<file path="src/rtl/aurora_tx_framer.sv">
// Aurora-style lane TX framer: selects one 8b10b symbol per cycle (idle, SCP,
// payload, ECP or clock-compensation) for the downstream encoder. The encoder
// keeps running disparity; this block only chooses data/ctrl.
module aurora_tx_framer #(
  parameter int G_CC_PERIOD = 5000,
  parameter int G_CC_LEN    = 4
) (
  input  logic        clk_i,
  input  logic        rst_i,
  input  logic        en_i,
  input  logic [7:0]  s_data_i,
  input  logic        s_valid_i,
  input  logic        s_last_i,
  output logic        s_ready_o,
  output logic [7:0]  data_o,
  output logic        ctrl_o,
  output logic        busy_o,
  output logic [15:0] frame_cnt_o
);

  localparam int TIMER_W = $clog2(G_CC_PERIOD);
  localparam logic [TIMER_W-1:0] TIMER_LAST = TIMER_W'(G_CC_PERIOD - 1);
  localparam logic [3:0] BURST_LEN = 4'(G_CC_LEN);

  localparam logic [7:0] K_IDLE = 8'hBC;  // K28.5
  localparam logic [7:0] K_SCP1 = 8'h5C;  // K28.2
  localparam logic [7:0] K_SCP2 = 8'hFB;  // K27.7
  localparam logic [7:0] K_ECP1 = 8'hFD;  // K29.7
  localparam logic [7:0] K_ECP2 = 8'hFE;  // K30.7
  localparam logic [7:0] K_CC   = 8'hF7;  // K23.7

  typedef enum logic [2:0] {
    IDLE,
    SCP2,
    DATA,
    ECP1,
    ECP2,
    CC
  } state_t;

  state_t                 state;
  logic [TIMER_W-1:0]     cc_timer;
  logic                   cc_wrap;
  logic                   cc_pend;
  logic [3:0]             burst_cnt;

  assign cc_wrap = (cc_timer == TIMER_LAST);

  // Bytes are taken only in DATA; reset drops ready immediately so no byte
  // is consumed by a frame that is being aborted.
  assign s_ready_o = (state == DATA) && !rst_i;
  assign busy_o    = (state != IDLE);

  // Free-running clock-compensation timer, independent of en_i.
  always_ff @(posedge clk_i) begin
    if (rst_i) begin
      cc_timer <= '0;
    end else if (cc_wrap) begin
      cc_timer <= '0;
    end else begin
      cc_timer <= cc_timer + 1'b1;
    end
  end

  // Framing FSM with registered symbol outputs and CC request bookkeeping.
  always_ff @(posedge clk_i) begin
    if (rst_i) begin
      state       <= IDLE;
      data_o      <= K_IDLE;
      ctrl_o      <= 1'b1;
      cc_pend     <= 1'b0;
      burst_cnt   <= '0;
      frame_cnt_o <= '0;
    end else begin
      data_o <= K_IDLE;
      ctrl_o <= 1'b1;
      case (state)
        IDLE: begin
          // CC wins over a waiting frame; a frame start does not consume
          // the first byte, it is taken once DATA is reached.
          if (en_i && cc_pend) begin
            data_o    <= K_CC;
            cc_pend   <= 1'b0;
            burst_cnt <= 4'd1;
            if (G_CC_LEN > 1) begin
              state <= CC;
            end
          end else if (en_i && s_valid_i) begin
            data_o <= K_SCP1;
            state  <= SCP2;
          end
        end
        SCP2: begin
          data_o <= K_SCP2;
          state  <= DATA;
        end
        DATA: begin
          // Underrun inside a frame is filled with idles.
          if (s_valid_i) begin
            data_o <= s_data_i;
            ctrl_o <= 1'b0;
            if (s_last_i) begin
              state <= ECP1;
            end
          end
        end
        ECP1: begin
          data_o <= K_ECP1;
          state  <= ECP2;
        end
        ECP2: begin
          data_o      <= K_ECP2;
          frame_cnt_o <= frame_cnt_o + 16'd1;
          state       <= IDLE;
        end
        CC: begin
          data_o    <= K_CC;
          burst_cnt <= burst_cnt + 4'd1;
          if ((burst_cnt + 4'd1) == BURST_LEN) begin
            state <= IDLE;
          end
        end
        default: begin
          state <= IDLE;
        end
      endcase
      // A new request landing in the same cycle one is served is kept;
      // a request while one is already pending simply merges.
      if (cc_wrap) begin
        cc_pend <= 1'b1;
      end
    end
  end

endmodule

</file>
<file path="config.mk">
export PLATFORM = sky130hd
export DESIGN_NAME = aurora_tx_framer
export DESIGN_NICKNAME = d
export VERILOG_FILES = /design/src/rtl/aurora_tx_framer.sv
export SDC_FILE = /design/constraint.sdc
export NUM_CORES = 1
export LEC_CHECK = 0
export ABC_AREA = 1
export BUFFER_PORTS_ARGS = -buffer_cell sky130_fd_sc_hd__buf_2
export CAP_MARGIN = 20
export CORE_MARGIN = 3
export CORE_UTILIZATION = 35
export CTS_BUF_LIST = sky130_fd_sc_hd__clkbuf_4 sky130_fd_sc_hd__clkbuf_8
export DETAILED_ROUTE_END_ITERATION = 7
export SYNTH_ARGS = -nofsm -noshare
export SYNTH_HDL_FRONTEND = slang
export SYNTH_SLANG_ARGS = --single-unit
</file>
<file path="constraint.sdc">
create_clock -name clk_i -period 1.9 [get_ports clk_i]
set_clock_uncertainty 0.15 [all_clocks]
set_input_delay 0.475 -clock clk_i [delete_from_list [all_inputs] [get_ports clk_i]]
set_output_delay 0.475 -clock clk_i [all_outputs]
set_load 0.05 [all_outputs]
</file>
==> results.yml, run 1 <==
routing:
  firstDrtPassIters: 4
  routed_wl_um: 4310
  remaining_drc_errors: 0
  antenna_left: 0
  wire_per_inst_um: 10.6
  vias: 1875
  routed_via_density: 4.62
  drt-initial-drc-count: 90
final_layout:
  multi_input_area_um2: 1060
  final_core_util: 0.445
  nFillCells: 605
  drive_gt1_frac: 0.219
  nNetsFinal: 350
  diodes: 0
  final_cell_count_no_fill: 406
  final_cell_mix: "nand2_1, nor2_1, dfxtp_1, buf_2, inv_1"
  regArea_um2: 927
  mostFrequentLayoutCell: "nand2_1"
  syn2layout_area_growth_pct: 19.2
floorplan:
  initial_core_util: 0.373
  die_width_um: 83.8
  std_cell_rows: 27
  die_area_um2: 7020
  core_area_um2: 5680
  boundaryPins: 40
  die_h_um: 83.8
cts:
  clockRootBuffer: "clkbuf_8"
  cts_setup_buffers: 0
  ctsHoldBuffers: 0
  cts_tree: "done"
  cts_sinks: 46
  clk_pin_slew_ns: 0.09
  clockBufferDepth: 2
  htree_levels: 2
  cts-buffers-inserted: 5
  clock_latency_ns: 0.30
global_route:
  grt_usage: 0.133
  grt_pass1_vias: 1825
  antenna_found_initial: 0
  overflow: 0
  grt_pass1_wl_um: 7710
  grt_max_degree: 15
timing:
  max_freq_ghz: 0.549
  finalSetupViolations: 0
  worst_pin_slew_ns: 0.434
  drv_slew: 0
  hold_viol_final: 0
  rsz0062_at_grt: "no"
  timing.setup.tns_ns: 0
  relSlewSlack: 0.710
  whs_ns: 0.209
  min_period_ns: 1.82
  min_period_over_period: 0.959
power_and_ir_drop:
  cellLeakagePower_nw: 1.11
  ir_drop_uv: 760
  power_density_nw_per_um2: 1110
  total_power_mw: 2.81
logic_synthesis:
  netlist.top_cell.by_area: "dfxtp_1"
  synth_nets: 305
  synth_area_per_cell_um2: 7.36
  synth.area.top_cells: "dfxtp_1, nand2_1, nor2_1"
  syn_area_um2: 2120
  ys_ff_latch: 46
  syn_inst: 288
  yosysSeqAreaShare: 0.435
  synth_top_area_frac: 0.435
  ys_types: 32
  yosys_warnings: 0
hold_path:
  worst_hold_path_type: "in -> reg"
run:
  max_cap_viol_count: 0
placed_design:
  dp_hpwl_um: 3270
  placed_cells: 398
  globalplace.congestion: 0.810
  port_buffers: 39
critical_path:
  path_max_fanout: 6
  criticalPathCategory: "reg -> out"
  cp-end-kind: "primary output"
  cp_data_required_time_ns: 1.27
  cp-start-kind: "flop"
  crit_arrival_ns: 1.20
status:
  status: "finished, final reports clean"
-- worst paths after layout --
kind / to / depth (start not counted) / from / slack, ns
worst min register to register: cc_timer[0]$_SDFF_PP0_ / 1 / cc_timer[0]$_SDFF_PP0_ / 0.30
worst max-delay path: s_ready_o / 4 / state[2]$_SDFFE_PP0P_ / 0.08
worst min-delay path: data_o[4]$_SDFF_PP1_ / 2 / s_data_i[4] / 0.21
worst max register to register: cc_timer[11]$_SDFF_PP0_ / 6 / cc_timer[0]$_SDFF_PP0_ / 0.30
-- worst max-delay path, stage by stage, from the launching register on --
cell	delay, ns
dfxtp_4	0.39
nor2_4	0.14
nand2_2	0.10
nor2_2	0.11
buf_6	0.16
-- per-layer routing --
metal,share of wire,vias to the layer above,global-route usage
li1,-,1012,-
met1,0.48,828,0.161
met5,0,-,0
met3,0.037,10,0.0276
met2,0.46,25,0.227
met4,0.019,0,0.0570
-- power breakdown --
part	switching [mW]	total, mW	internal (mW)
Clock	0.335	0.628	0.293
Sequential	0.105	1.19	1.09
Combinational	0.720	0.987	0.268
-- through the flow --
step | worst slack (ns) | instance area [µm²]
after floorplan | 0.0906 | 2120
after global placement | 0.240 | 2410
after detailed placement | 0.226 | 2410
after CTS | 0.00141 | 2510
after global routing | 0.00233 | 2520
final | 0.0786 | 2520
-- layout make-up --
class                           instances  share of cell area
Clock buffer                            6              0.0327
Clock inverter                          2             0.00496
Inverter                               35              0.0520
Multi-Input combinational cell        204               0.421
Sequential cell                        46               0.367
Tap cell                               72              0.0357
Timing Repair Buffer                   41              0.0867
-- what timing repair did --
action	CTS	global route
pin swaps	1	0
endpoints found under the setup margin	2	2
endpoints found under the hold margin	0	0
resized for setup	4	5
-- logic make-up after synthesis --
group                    share of synthesized area
XOR/XNOR                                    0.0372
AO/OA/AOI/OAI                                0.103
flip-flops                                   0.435
AND/OR/NAND/NOR                              0.333
buffers and inverters                       0.0685
adder cells (fa/ha/maj)                     0.0236
-- sequential cells by signal (all words and copies together), names as in the netlist --
signal,cells
cc_pend,1
data_o,8
cc_timer,13
ctrl_o,1
state,3
burst_cnt,4
frame_cnt_o,16
-- cell usage after synthesis --
master / n
clkbuf_1: 1
a31oi_1: 1
or2_2: 1
dfxtp_1: 46
nor2_1: 45
o21ai_1: 1
nor3b_2: 1
xnor2_1: 1
buf_2: 2
o21a_1: 1
nand3_2: 3
nor3_2: 1
nand2_1: 61
nand4_1: 7
nand3_4: 1
a21oi_1: 22
nand3_1: 11
or2_0: 1
o21ai_0: 14
nand2_2: 2
nor2_2: 4
nor3_1: 5
nand2_4: 1
inv_1: 34
nor2_4: 3
xor2_1: 8
nor4_1: 2
o21bai_2: 1
or2_1: 1
ha_1: 4
inv_2: 1
o211ai_1: 1
(Power assumes the default switching activity.)
==> inputs of run 2 (changes only) <==
--- a/config.mk
+++ b/config.mk
@@ -8,7 +8,6 @@
 export ABC_AREA = 1
 export BUFFER_PORTS_ARGS = -buffer_cell sky130_fd_sc_hd__buf_2
 export CAP_MARGIN = 20
-export CORE_MARGIN = 3
 export CORE_UTILIZATION = 35
 export CTS_BUF_LIST = sky130_fd_sc_hd__clkbuf_4 sky130_fd_sc_hd__clkbuf_8
 export DETAILED_ROUTE_END_ITERATION = 7
==> run 2 against run 1 <==
- critical path depth unchanged
- maximum frequency down 0.18%
- total power down 0.74%
- cell count up 0.49%
- largest cell class unchanged
- clock power down 1%
- highest routed layer unchanged
- worst hold slack worse by 0.0022 ns
- via count up 0.16%
- worst setup slack worse by 0.0033 ns
- combinational power down 1%
- sequential cell count unchanged
- critical path type unchanged
- die area down 9.3%
- non-clock buffer count up 2
==> results.yml, run 2 (synthesis gave the netlist of run 1 again) <==
power_and_ir_drop:
  power_density_nw_per_um2: 1100
  ir_drop_uv: 801
  cellLeakagePower_nw: 1.13
  total_power_mw: 2.79
floorplan:
  std_cell_rows: 27
  initial_core_util: 0.373
  boundaryPins: 40
  die_h_um: 79.8
  die_area_um2: 6370
  core_area_um2: 5680
  die_width_um: 79.8
routing:
  antenna_left: 0
  routed_wl_um: 4300
  firstDrtPassIters: 4
  remaining_drc_errors: 0
  drt-initial-drc-count: 64
  wire_per_inst_um: 10.5
  routed_via_density: 4.60
  vias: 1878
placed_design:
  placed_cells: 400
  port_buffers: 39
  dpl_cell_area_um2: 2420
  globalplace.congestion: 0.804
  dp_hpwl_um: 3290
  pre_cts_ws_ns: 0.228
cts:
  clockRootBuffer: "clkbuf_8"
  cts-buffers-inserted: 5
  cts_setup_buffers: 0
  clock_latency_ns: 0.29
  htree_levels: 2
  clockBufferDepth: 2
  cts_tree: "done"
  cts_sinks: 46
  clk_pin_slew_ns: 0.08
critical_path:
  cpPeakStageDelay_ns: 0.37
  cp-start-kind: "flop"
  ff2ff_setup_slack_ns: 0.40
  crit_arrival_ns: 1.20
  rr_endpoint: "cc_timer[12]$_SDFF_PP0_"
  ff2ff_path_depth: 7
  criticalPathCategory: "reg -> out"
  critPathSlowestCell: "dfxtp_2"
  cp_data_required_time_ns: 1.27
  crit_start: "state[0]$_SDFFE_PP0P_"
  path_max_fanout: 6
  path_cells: "nor2_4 -> nand2_2 -> nor2_2 -> buf_4"
  r2r_start: "cc_timer[0]$_SDFF_PP0_"
  cp-end-kind: "primary output"
timing:
  relSlewSlack: 0.827
  drv_slew: 0
  min_period_over_period: 0.960
  worst_pin_slew_ns: 0.259
  hold_viol_final: 0
  timing.setup.tns_ns: 0
  finalSetupViolations: 0
  min_period_ns: 1.82
  whs_ns: 0.207
  rsz0062_at_grt: "no"
  fin_ws_ns: 0.0753
  max_freq_ghz: 0.548
hold_path:
  hold_depth: 2
  min_to: "data_o[4]$_SDFF_PP1_"
  worst_hold_path_type: "in -> reg"
  worstHoldStart: "s_data_i[4]"
final_layout:
  nFillCells: 579
  largest_register: "frame_cnt_o"
  nNetsFinal: 352
  fin_area_um2: 2530
  regArea_um2: 925
  diodes: 0
  largest_register_ffs: 16
  final_cell_count_no_fill: 408
  drive_gt1_frac: 0.223
  reg_top3: "frame_cnt_o x16, cc_timer x13, data_o x8"
  final_cell_mix: "nand2_1, nor2_1, dfxtp_1, buf_2, inv_1"
  final_core_util: 0.446
  mostFrequentLayoutCell: "nand2_1"
  syn2layout_area_growth_pct: 19.5
  multi_input_area_um2: 1060
global_route:
  grt_pass1_vias: 1686
  grt_pass1_wl_um: 7130
  overflow: 0
  antenna_found_initial: 0
  grt_max_degree: 14
  grt_usage: 0.143
run:
  max_cap_viol_count: 0
status:
  status: "finished, final reports clean"
run 2: cell count changes in the layout (fill, tap and decap cells not counted), sizes merged:
cell,before,now
buf,40,43
clkinvlp,1,0
run 2: how the worst max path moves through the flow:
| stage | to | slack (ns) | cells after the start |
|---|---|---|---|
| detailed placement | s_ready_o | 0.23 | 4 |
| global placement | s_ready_o | 0.24 | 4 |
| global route | s_ready_o | 0.002 | 4 |
| CTS | s_ready_o | -0.02 | 4 |
| floorplan | frame_cnt_o[12]$_SDFFE_PP0P_ | 0.09 | 8 |
| finish | s_ready_o | 0.08 | 4 |
run 2: critical path, delay by kind of cell (launching register included):
kind / cells / cell delay [ns]
and+or+nand+nor: 3 / 0.34
buffers and inverters: 1 / 0.19
DFF: 1 / 0.37
run 2: final cells by class:
cell class | instances | share of cell area
clock inverters | 1 | 0.00198
flip-flops and latches | 46 | 0.365
inverters | 35 | 0.0519
well taps | 72 | 0.0356
clock buffers | 7 | 0.0356
repair buffers | 43 | 0.0900
multi-input cells | 204 | 0.420
run 2: timing repair:
item                                    4_1_cts  5_1_grt
resized for setup                             3        3
endpoints found under the setup margin        2        2
cloned                                        0        0
hold buffers                                  0        0
run 2: layer usage:
layer	GRT usage	wire, µm	vias up
met3	0.0354	188	6
li1	-	-	1015
met2	0.239	1950	38
met4	0.0589	72	0
met1	0.175	2090	819
met5	0	0	-
run 2: where the power goes:
group	switching [mW]	leakage, nW	internal (mW)
sequential	0.107	0.375	1.08
combinational	0.715	0.700	0.259
clock	0.314	0.0517	0.308
